### config.mk
export PLATFORM = sky130hd
export DESIGN_NAME = poly_tone_gen
export DESIGN_NICKNAME = d
export VERILOG_FILES = /design/src/rtl/poly_tone_gen.sv
export SDC_FILE = /design/constraint.sdc
export NUM_CORES = 1
export LEC_CHECK = 0
export ABC_AREA = 1
export BUFFER_PORTS_ARGS = -buffer_cell sky130_fd_sc_hd__buf_2
export CORE_MARGIN = 4
export CORE_UTILIZATION = 25
export DETAILED_ROUTE_END_ITERATION = 6
export HOLD_SLACK_MARGIN = 0.02
export PLACE_DENSITY = 0.41
export SLEW_MARGIN = 10
export SYNTH_ARGS = -nofsm -noshare
export SYNTH_HDL_FRONTEND = slang
export SYNTH_SLANG_ARGS = --single-unit
### constraint.sdc
create_clock -name sysclk -period 10.2 [get_ports sysclk]
set_input_delay 1.02 -clock sysclk [delete_from_list [all_inputs] [get_ports sysclk]]
set_output_delay 1.02 -clock sysclk [all_outputs]
set_load 0.03 [all_outputs]
### src/rtl/poly_tone_gen.sv
`timescale 1ns/1ps
// poly_tone_gen: maps a held-key bitmap onto a pool of square-wave voices,
// mixes the active voices and delta-sigma modulates the mix onto one pin.
// Everything runs on sysclk; audio timing comes from a tick enable.
module poly_tone_gen #(
    parameter int NUM_KEYS   = 13,
    parameter int NUM_VOICES = 4,
    parameter int BASE_NOTE  = 25,
    parameter int CLK_DIV    = 4
) (
    input  logic                             sysclk,
    input  logic                             rst,
    input  logic [NUM_KEYS-1:0]              keys,
    input  logic [1:0]                       octave_shift,
    input  logic                             mute,
    output logic                             speaker,
    output logic [NUM_VOICES-1:0]            voice_active,
    output logic [$clog2(NUM_VOICES+1)-1:0]  mix_level
);

    localparam int KW = (NUM_KEYS > 1) ? $clog2(NUM_KEYS) : 1;
    localparam int VW = (NUM_VOICES > 1) ? $clog2(NUM_VOICES) : 1;
    localparam int MW = $clog2(NUM_VOICES + 1);
    localparam int TW = (CLK_DIV > 1) ? $clog2(CLK_DIV) : 1;

    localparam logic [KW-1:0]         LAST_IDX = KW'(NUM_KEYS - 1);
    localparam logic [TW-1:0]         LAST_TCK = TW'(CLK_DIV - 1);
    localparam logic [MW:0]           NV_W     = (MW+1)'(NUM_VOICES);
    localparam logic [NUM_VOICES-1:0] ONE_V    = NUM_VOICES'(1);

    // Split a 6-bit note code into {octave[2:0], semitone[3:0]}.
    function automatic logic [6:0] note_split(input logic [5:0] n);
        logic [2:0] o;
        logic [3:0] s;
        if (n >= 6'd60) begin
            o = 3'd5; s = 4'(n - 6'd60);
        end else if (n >= 6'd48) begin
            o = 3'd4; s = 4'(n - 6'd48);
        end else if (n >= 6'd36) begin
            o = 3'd3; s = 4'(n - 6'd36);
        end else if (n >= 6'd24) begin
            o = 3'd2; s = 4'(n - 6'd24);
        end else if (n >= 6'd12) begin
            o = 3'd1; s = 4'(n - 6'd12);
        end else begin
            o = 3'd0; s = 4'(n);
        end
        return {o, s};
    endfunction

    // Semitone divider: reload value of the 9-bit note counter (s = 0 is A).
    function automatic logic [8:0] semi_div(input logic [3:0] s);
        case (s)
            4'd0:    return 9'd511;
            4'd1:    return 9'd482;
            4'd2:    return 9'd455;
            4'd3:    return 9'd430;
            4'd4:    return 9'd405;
            4'd5:    return 9'd383;
            4'd6:    return 9'd361;
            4'd7:    return 9'd341;
            4'd8:    return 9'd322;
            4'd9:    return 9'd303;
            4'd10:   return 9'd286;
            default: return 9'd270;
        endcase
    endfunction

    // Octave reload: (256 >> min(o,5)) - 1, saturating the octave at 5.
    function automatic logic [7:0] oct_reload(input logic [2:0] o);
        logic [2:0] oc;
        oc = (o > 3'd5) ? 3'd5 : o;
        return 8'((9'd256 >> oc) - 9'd1);
    endfunction

    typedef enum logic {SNAP, SCAN} state_t;

    logic [TW-1:0]         tick_cnt;
    logic                  tick;
    state_t                state_q, state_d;
    logic                  do_snap, do_scan;
    logic [NUM_KEYS-1:0]   snap, held;
    logic [1:0]            shift_q;
    logic [KW-1:0]         idx;
    logic [7:0]            note_n;
    logic                  note_ok;
    logic [6:0]            note_os;
    logic [8:0]            alloc_d;
    logic [7:0]            alloc_r;
    logic                  free_any;
    logic [VW-1:0]         free_idx;
    logic [NUM_VOICES-1:0] rel_hit, alloc_vec, free_vec;
    logic                  key_press, key_rel;

    logic [KW-1:0]         key_id   [NUM_VOICES];
    logic [8:0]            div_d    [NUM_VOICES];
    logic [7:0]            div_r    [NUM_VOICES];
    logic [8:0]            cnt_note [NUM_VOICES];
    logic [7:0]            cnt_oct  [NUM_VOICES];
    logic [NUM_VOICES-1:0] sq;

    logic [MW-1:0]         mix_sum;
    logic [MW-1:0]         acc;
    logic [MW:0]           ds_sum;

    // Free-running tick divider.
    always_ff @(posedge sysclk) begin
        if (rst || tick) tick_cnt <= '0;
        else             tick_cnt <= tick_cnt + TW'(1);
    end
    assign tick = (tick_cnt == LAST_TCK);

    // Scanner state register.
    always_ff @(posedge sysclk) begin
        if (rst) state_q <= SNAP;
        else     state_q <= state_d;
    end

    // Scanner next state: one snapshot cycle, then one cycle per key.
    always_comb begin
        state_d = state_q;
        case (state_q)
            SNAP:    state_d = SCAN;
            SCAN:    if (idx == LAST_IDX) state_d = SNAP;
            default: state_d = SNAP;
        endcase
    end

    // Scanner outputs.
    always_comb begin
        do_snap = (state_q == SNAP);
        do_scan = (state_q == SCAN);
    end

    // Note code of the key under scan, and its divider pair.
    assign note_n  = 8'(BASE_NOTE) + 8'(idx) + 8'(shift_q) * 8'd12;
    assign note_ok = (note_n <= 8'd63);
    assign note_os = note_split(note_n[5:0]);
    assign alloc_d = semi_div(note_os[3:0]);
    assign alloc_r = oct_reload(note_os[6:4]);

    // Lowest-numbered free voice.
    always_comb begin
        free_any = 1'b0;
        free_idx = '0;
        for (int v = NUM_VOICES - 1; v >= 0; v--) begin
            if (!voice_active[v]) begin
                free_any = 1'b1;
                free_idx = VW'(v);
            end
        end
    end

    // Voice currently owned by the key under scan.
    always_comb begin
        rel_hit = '0;
        for (int v = 0; v < NUM_VOICES; v++)
            rel_hit[v] = voice_active[v] && (key_id[v] == idx);
    end

    assign key_press = do_scan && snap[idx] && !held[idx] && note_ok && free_any;
    assign key_rel   = do_scan && !snap[idx] && held[idx];
    assign alloc_vec = key_press ? (ONE_V << free_idx) : '0;
    assign free_vec  = key_rel ? rel_hit : '0;

    // Scan index and per-key held flags.
    always_ff @(posedge sysclk) begin
        if (rst) begin
            idx  <= '0;
            held <= '0;
        end else begin
            if (do_snap)      idx <= '0;
            else if (do_scan) idx <= idx + KW'(1);
            if (key_press)    held[idx] <= 1'b1;
            else if (key_rel) held[idx] <= 1'b0;
        end
    end

    // Keyboard and octave snapshot taken once per scan.
    always_ff @(posedge sysclk) begin
        if (do_snap) begin
            snap    <= keys;
            shift_q <= octave_shift;
        end
    end

    // Voice allocation state and square outputs.
    always_ff @(posedge sysclk) begin
        if (rst) begin
            voice_active <= '0;
            sq           <= '0;
        end else begin
            for (int v = 0; v < NUM_VOICES; v++) begin
                if (alloc_vec[v]) begin
                    voice_active[v] <= 1'b1;
                    sq[v]           <= 1'b0;
                end else if (free_vec[v]) begin
                    voice_active[v] <= 1'b0;
                    sq[v]           <= 1'b0;
                end else if (voice_active[v] && tick &&
                             cnt_note[v] == 9'd0 && cnt_oct[v] == 8'd0) begin
                    sq[v] <= ~sq[v];
                end
            end
        end
    end

    // Voice dividers: load on allocation, count on ticks while allocated.
    always_ff @(posedge sysclk) begin
        for (int v = 0; v < NUM_VOICES; v++) begin
            if (alloc_vec[v]) begin
                key_id[v]   <= idx;
                div_d[v]    <= alloc_d;
                div_r[v]    <= alloc_r;
                cnt_note[v] <= '0;
                cnt_oct[v]  <= '0;
            end else if (voice_active[v] && tick) begin
                if (cnt_note[v] == 9'd0) begin
                    cnt_note[v] <= div_d[v];
                    if (cnt_oct[v] == 8'd0) cnt_oct[v] <= div_r[v];
                    else                    cnt_oct[v] <= cnt_oct[v] - 8'd1;
                end else begin
                    cnt_note[v] <= cnt_note[v] - 9'd1;
                end
            end
        end
    end

    // Count of sounding voices whose square is high.
    always_comb begin
        mix_sum = '0;
        for (int v = 0; v < NUM_VOICES; v++)
            mix_sum = mix_sum + MW'(voice_active[v] & sq[v]);
    end

    // Registered mix level.
    always_ff @(posedge sysclk) begin
        if (rst) mix_level <= '0;
        else     mix_level <= mix_sum;
    end

    assign ds_sum = {1'b0, acc} + {1'b0, mix_level};

    // First-order delta-sigma: emit a 1 each time the accumulator wraps NUM_VOICES.
    always_ff @(posedge sysclk) begin
        if (rst || mute) begin
            speaker <= 1'b0;
            acc     <= '0;
        end else if (ds_sum >= NV_W) begin
            speaker <= 1'b1;
            acc     <= MW'(ds_sum - NV_W);
        end else begin
            speaker <= 1'b0;
            acc     <= MW'(ds_sum);
        end
    end

endmodule
==> results.py, run 1 <==
metrics = {
    "logic_synthesis": {
        "synth_area_leaders": "edfxtp_1 (50%), nand2_1 (7.6%), dfxtp_1 (7.3%)",
        "synth-seq-cells": 194,
        "async_flop_share_pct": 0,
        "yosysTopAreaCell": "edfxtp_1",
        "yosysWarnings": 0,
        "netlist_area_sq_um": 9540,
        "synth_cell_types": 43,
        "synth_top_area_share_pct": 50.1,
        "ys.flop_type": "edfxtp_1",
        "synth_area_per_cell_sq_um": 10.0,
        "seq_area_frac_synth_pct": 57.4,
        "netlist_instances": 950,
        "synth-edff-count": 159,
    },
    "grt": {
        "grt.overflow.total": 0,
        "antenna_found_initial": 0,
        "grt_usage_pct": 10.8,
        "grt_pass1_vias": 6333,
        "grt_max_degree": 28,
        "grt_pass1_wl_mm": 34.8,
    },
    "finish": {
        "final_cell_mix": "nand2_1 (192), edfxtp_1 (159), nor2_1 (102), inv_1 (95), nand3_1 (73)",
        "n_antenna_cell": 0,
        "drive_above_1_share_pct": 9.79,
        "fin_nets": 1043,
        "final_util_pct": 28.8,
        "area_growth_pct": 13.6,
        "layout_commonest_cell": "nand2_1",
        "fin_area_sq_um": 10800,
    },
    "cts": {
        "postCtsSetupBuffers": 0,
        "ctsLongestPathBuffers": 2,
        "cts_tree": "yes",
        "ctsResizeCount": 0,
        "holdBufCountCts": 0,
        "clock_latency_ns": 0.44,
        "cts_num_sinks": 194,
        "clk_pin_slew_ns": 0.07,
        "root_buffer": "clkbuf_16",
        "cts_made_buffers": 17,
        "cts_max_level": 4,
    },
    "pwr": {
        "leakage_nw": 4.10,
        "cellPowerDensity_nw_per_um2": 155,
        "ir_worst_vdd_mv": 0.110,
    },
    "worst_setup_path": {
        "crit_required_ns": 10.27,
        "crit_type": "register to register",
        "cp.arrival_ns": 4.01,
        "start_kind": "register",
        "critPathMaxFanout": 19,
        "end_kind": "register",
    },
    "die": {
        "die_area_sq_um": 41300,
        "die_h_um": 203,
        "dieWidth_um": 203,
        "ios": 26,
        "core_sq_um": 37700,
        "start_util_pct": 25.3,
        "num_rows": 71,
    },
    "sta": {
        "skew_ns": 0.0128,
        "max_slew_margin_pct": 35.1,
        "worstMarginPinSlew_ns": 0.967,
        "tns_ns": 0,
        "final-setup-viol-count": 0,
        "fmax_mhz": 254,
        "hold_violations": 0,
        "post-route-min-period_ns": 3.94,
        "period_share_pct": 38.7,
        "finalMaxSlewViolations": 0,
        "rsz0062_at_grt": "no",
    },
    "placed_design": {
        "dpl_cell_area_sq_um": 10300,
        "dpl.hpwl_mm": 15.8,
        "gp_congestion": 0.768,
        "port_buffers": 25,
    },
    "routing": {
        "drt_wl_total_mm": 21.6,
        "drcViolationCount": 0,
        "postRouteAntennaNets": 0,
        "wl_per_cell_um": 14.3,
        "dr.pass1.iters": 5,
        "vias": 6334,
        "vias_per_cell": 4.19,
        "drt_iter0_drc": 344,
    },
    "job": {
        "maxCapViolations": 0,
    },
    "status": {
        "outcome": "completed",
    },
    "worst_hold_path": {
        "min_path_type": "register to register",
    },
}
## through the flow
| step | hold WS (ns) | cells | total power, mW | setup slack [ns] |
|---|---|---|---|---|
| 6_report | 0.442 | 1512 | 1.68 | 6.26 |
| 5_1_grt | 0.483 | 1512 | 1.75 | 5.86 |
| 4_1_cts | 0.446 | 1512 | 1.71 | 6.21 |
| 3_5_place_dp | 0.436 | 1480 | 1.04 | 6.23 |
| 3_3_place_gp | 0.419 | 1480 | 1.04 | 6.27 |
| 2_1_floorplan | 0.408 | 957 | 0.995 | 6.35 |
## kinds of logic after synthesis
kind of cell | Yosys count | synth area share [%]
fa+ha+maj | 37 | 5.09
xor+xnor | 52 | 4.86
compound gates | 123 | 7.36
simple gates | 422 | 20.0
other cells | 1 | 0.0393
buf+inv | 121 | 5.18
flops | 194 | 57.4
## worst max-delay path, cell delays in order (launching register included)
cell,delay (ns)
dfxtp_1,0.49
inv_1,0.26
fa_1,0.54
inv_1,0.04
ha_1,0.35
nand2_1,0.11
nand3_1,0.06
nand2_1,0.07
nand2_1,0.12
nor2_2,0.19
nand3_1,0.09
nand2_1,0.14
nand3_4,0.20
inv_2,0.19
nand3_2,0.13
inv_1,0.59
## cell usage after synthesis (5+ instances only)
master	instances
a21oi_1	29
a22o_1	14
nand2_1	192
xnor2_1	37
ha_1	34
o21ai_0	53
inv_1	95
o21ai_1	14
edfxtp_1	159
or3_1	9
clkbuf_1	5
nor2_2	7
dfxtp_1	35
nand3_1	73
buf_2	5
inv_2	8
xor2_1	14
nor2_1	102
nor3_1	13
## final timing paths
check / start / to / slack, ns / depth (start not counted)
hold / removal: tick_cnt[0] / tick_cnt[0] / 0.44 / 1
setup reg to reg: idx[3] / div_d[1][2] / 6.26 / 15
hold reg to reg: tick_cnt[0] / tick_cnt[0] / 0.44 / 1
setup / recovery: idx[3] / div_d[1][2] / 6.26 / 15
## power breakdown
group	leakage, nW	switching (mW)	total, mW	internal [mW]
clock	0.271	0.319	0.664	0.345
combinational	2.16	0.0899	0.122	0.0320
sequential	1.67	0.0118	0.895	0.884
total	4.10	0.421	1.68	1.26
## flip-flops by register name (all words and copies together), names as in the netlist, 3 cells and up, named ones only
name and flops:
cnt_oct 32, snap 13, idx 4, div_d 32, acc 3, mix_level 3, voice_active 4, sq 4
cnt_note 36, div_r 28, key_id 16
## layout make-up
class | count | area, sq um
Clock buffer | 18 | 429
Sequential cell | 194 | 5480
Tap cell | 511 | 639
Clock inverter | 14 | 150
Timing Repair Buffer | 29 | 155
Fill cell | 4046 | 26800
Inverter | 104 | 390
Multi-Input combinational cell | 642 | 3590
## routing by layer
layer | vias to the layer above | part of all wire [%] | GRT usage, %
li1 | 3300 | - | -
met1 | 2958 | 50 | 14.6
met2 | 60 | 47 | 17.8
met3 | 16 | 2.2 | 2.00
met4 | 0 | 1.2 | 3.04
met5 | - | 0 | 0
(Power assumes the default switching activity.)
==> run 2: changes to the inputs <==
PLACE_DENSITY = 0.42   (was 0.41)
clock period = 3.26 ns   (was 10.2 ns; I/O delays follow)
==> results.py, run 2 (same netlist as run 1, synthesis figures left out) <==
metrics = {
    "grt": {
        "grt_pass1_wl_mm": 35.9,
        "grt.overflow.total": 0,
        "grt_usage_pct": 11.1,
        "antenna_found_initial": 0,
        "grt_max_degree": 22,
        "grt_pass1_vias": 6452,
    },
    "placed_design": {
        "dpl.hpwl_mm": 16.3,
        "port_buffers": 25,
        "gp_congestion": 0.788,
        "pre_cts_ws_ns": 0.0123,
    },
    "worst_setup_path": {
        "crit_chain": "inv_2, fa_1, inv_1, ha_4, xor2_4, inv_2, ha_1, nand2_1, nand3_2, nand2_2, nand2_1, nand2_2, nand2_2, nand2_4, nand2_4, inv_2, nand2_1, nand2_2, nand2_2",
        "end_kind": "register",
        "r2r-start": "shift_q[0]",
        "crit_path_max_incr_delay_ns": 0.53,
        "timing.critical_path.mode_cell": "nand2_2",
        "cp.arrival_ns": 3.28,
        "startpoint": "shift_q[0]",
        "start_kind": "register",
        "crit_required_ns": 3.44,
        "critPathMaxFanout": 5,
        "cpMaxStageDelayCell": "fa_1",
        "crit_type": "register to register",
        "rrSetupSlack_ns": 0.16,
    },
    "sta": {
        "final-setup-viol-count": 0,
        "period_share_pct": 95.2,
        "max_slew_margin_pct": 44.5,
        "worstMarginPinSlew_ns": 0.830,
        "rsz0062_at_grt": "yes",
        "post-route-min-period_ns": 3.10,
        "fmax_mhz": 322,
        "skew_ns": 0.0126,
        "fin_ws_ns": 0.156,
        "finalMaxSlewViolations": 0,
        "hold_violations": 0,
        "whs_ns": 0.0645,
        "tns_ns": 0,
    },
    "finish": {
        "largest_register_ffs": 36,
        "top_register": "cnt_note",
        "n_antenna_cell": 0,
        "fin_nets": 1073,
        "final_cell_mix": "nand2_1 (181), edfxtp_1 (159), nor2_1 (102), inv_1 (91), nand3_1 (70)",
        "layout_commonest_cell": "nand2_1",
        "reg_top3": "cnt_note: 36 flops, cnt_oct: 32 flops, div_d: 32 flops",
        "area_growth_pct": 17.8,
        "drive_above_1_share_pct": 14.2,
    },
    "cts": {
        "clock_latency_ns": 0.44,
        "cts_max_level": 4,
        "ctsLongestPathBuffers": 2,
        "root_buffer": "clkbuf_16",
        "clk_pin_slew_ns": 0.07,
        "holdBufCountCts": 0,
        "cts_num_sinks": 194,
        "cts_tree": "yes",
        "cts_made_buffers": 17,
    },
    "die": {
        "die_area_sq_um": 41300,
        "ios": 26,
        "dieWidth_um": 203,
        "core_sq_um": 37700,
        "num_rows": 71,
        "start_util_pct": 25.3,
        "die_h_um": 203,
    },
    "pwr": {
        "ir_worst_vdd_mv": 0.373,
        "pwr-share-comb_pct": 7.9,
        "p_sw_mw": 1.27,
        "cellPowerDensity_nw_per_um2": 484,
        "p_int_mw": 4.16,
        "sw_frac_of_total_pct": 23.4,
        "p_seq_share_pct": 51.5,
        "clockPowerShare_pct": 40.5,
        "leakage_nw": 4.29,
    },
    "job": {
        "maxCapViolations": 0,
    },
    "routing": {
        "postRouteAntennaNets": 0,
        "vias_per_cell": 4.24,
        "vias": 6543,
        "dr.pass1.iters": 5,
        "drt_iter0_drc": 290,
        "wl_per_cell_um": 14.4,
        "drcViolationCount": 0,
        "drt_wl_total_mm": 22.3,
    },
    "status": {
        "outcome": "completed",
    },
    "worst_hold_path": {
        "min_from": "keys[2]",
        "min_path_type": "input port to register",
    },
}
run 2: cell types whose count changed in the layout (fill, tap and decap cells not counted), moves of 4 or more:
cell | previous run | this run
inv_2 | 8 | 12
inv_1 | 95 | 91
buf_4 | 4 | 31
nand2_1 | 192 | 181
nand2_2 | 4 | 13
run 2: final timing paths:
kind	cells after the start	endpoint
setup / recovery	19	div_d[2][2]
hold / removal	1	snap[2]
setup reg to reg	19	div_d[2][2]
hold reg to reg	1	tick_cnt[0]
run 2: what timing repair did:
action                                  CTS  global route
resized for setup                         0            21
setup buffers                             0             5
endpoints found under the setup margin    0           121
run 2: area by class of cell:
type	count	area (sq um)
sequential	194	5480
fill	4004	26400
tap	511	639
clock buffer	27	557
multi-input combinational	642	3690
timing repair buffer	59	409
clock inverter	5	61.3
inverter	104	390
run 2: metrics by stage:
stage | cells | power (mW) | util (%) | cell area [sq um]
finish | 1542 | 5.43 | 29.8 | 11200
floorplan | 957 | 3.12 | - | 9610
global placement | 1505 | 3.26 | 27.9 | 10500
global route | 1542 | 5.66 | 29.8 | 11200
detailed placement | 1505 | 3.26 | 27.9 | 10500
CTS | 1537 | 5.48 | 29.5 | 11100
run 2: per-layer routing:
| layer | wire (um) | track usage (%) |
|---|---|---|
| met5 | 0 | 0 |
| met4 | 212 | 2.72 |
| met3 | 663 | 2.26 |
| met2 | 10300 | 17.5 |
| met1 | 11100 | 15.7 |
run 2: worst max-delay path: cells and delay by family (launching register included):
kind / cells / cell delay, ns
fa+ha+maj: 3 / 1.02
buf+inv: 4 / 0.27
simple gates: 11 / 0.93
xor+xnor: 1 / 0.23
flops: 1 / 0.38
run 2: power groups by stage:
stage / logic (mW) / clock network [mW] / registers [mW]
after CTS: 0.408 / 2.28 / 2.80
final: 0.431 / 2.20 / 2.80
after detailed placement: 0.406 / 0 / 2.86
after global placement: 0.402 / 0 / 2.86
after global routing: 0.485 / 2.37 / 2.81
after floorplan: 0.271 / 0 / 2.85
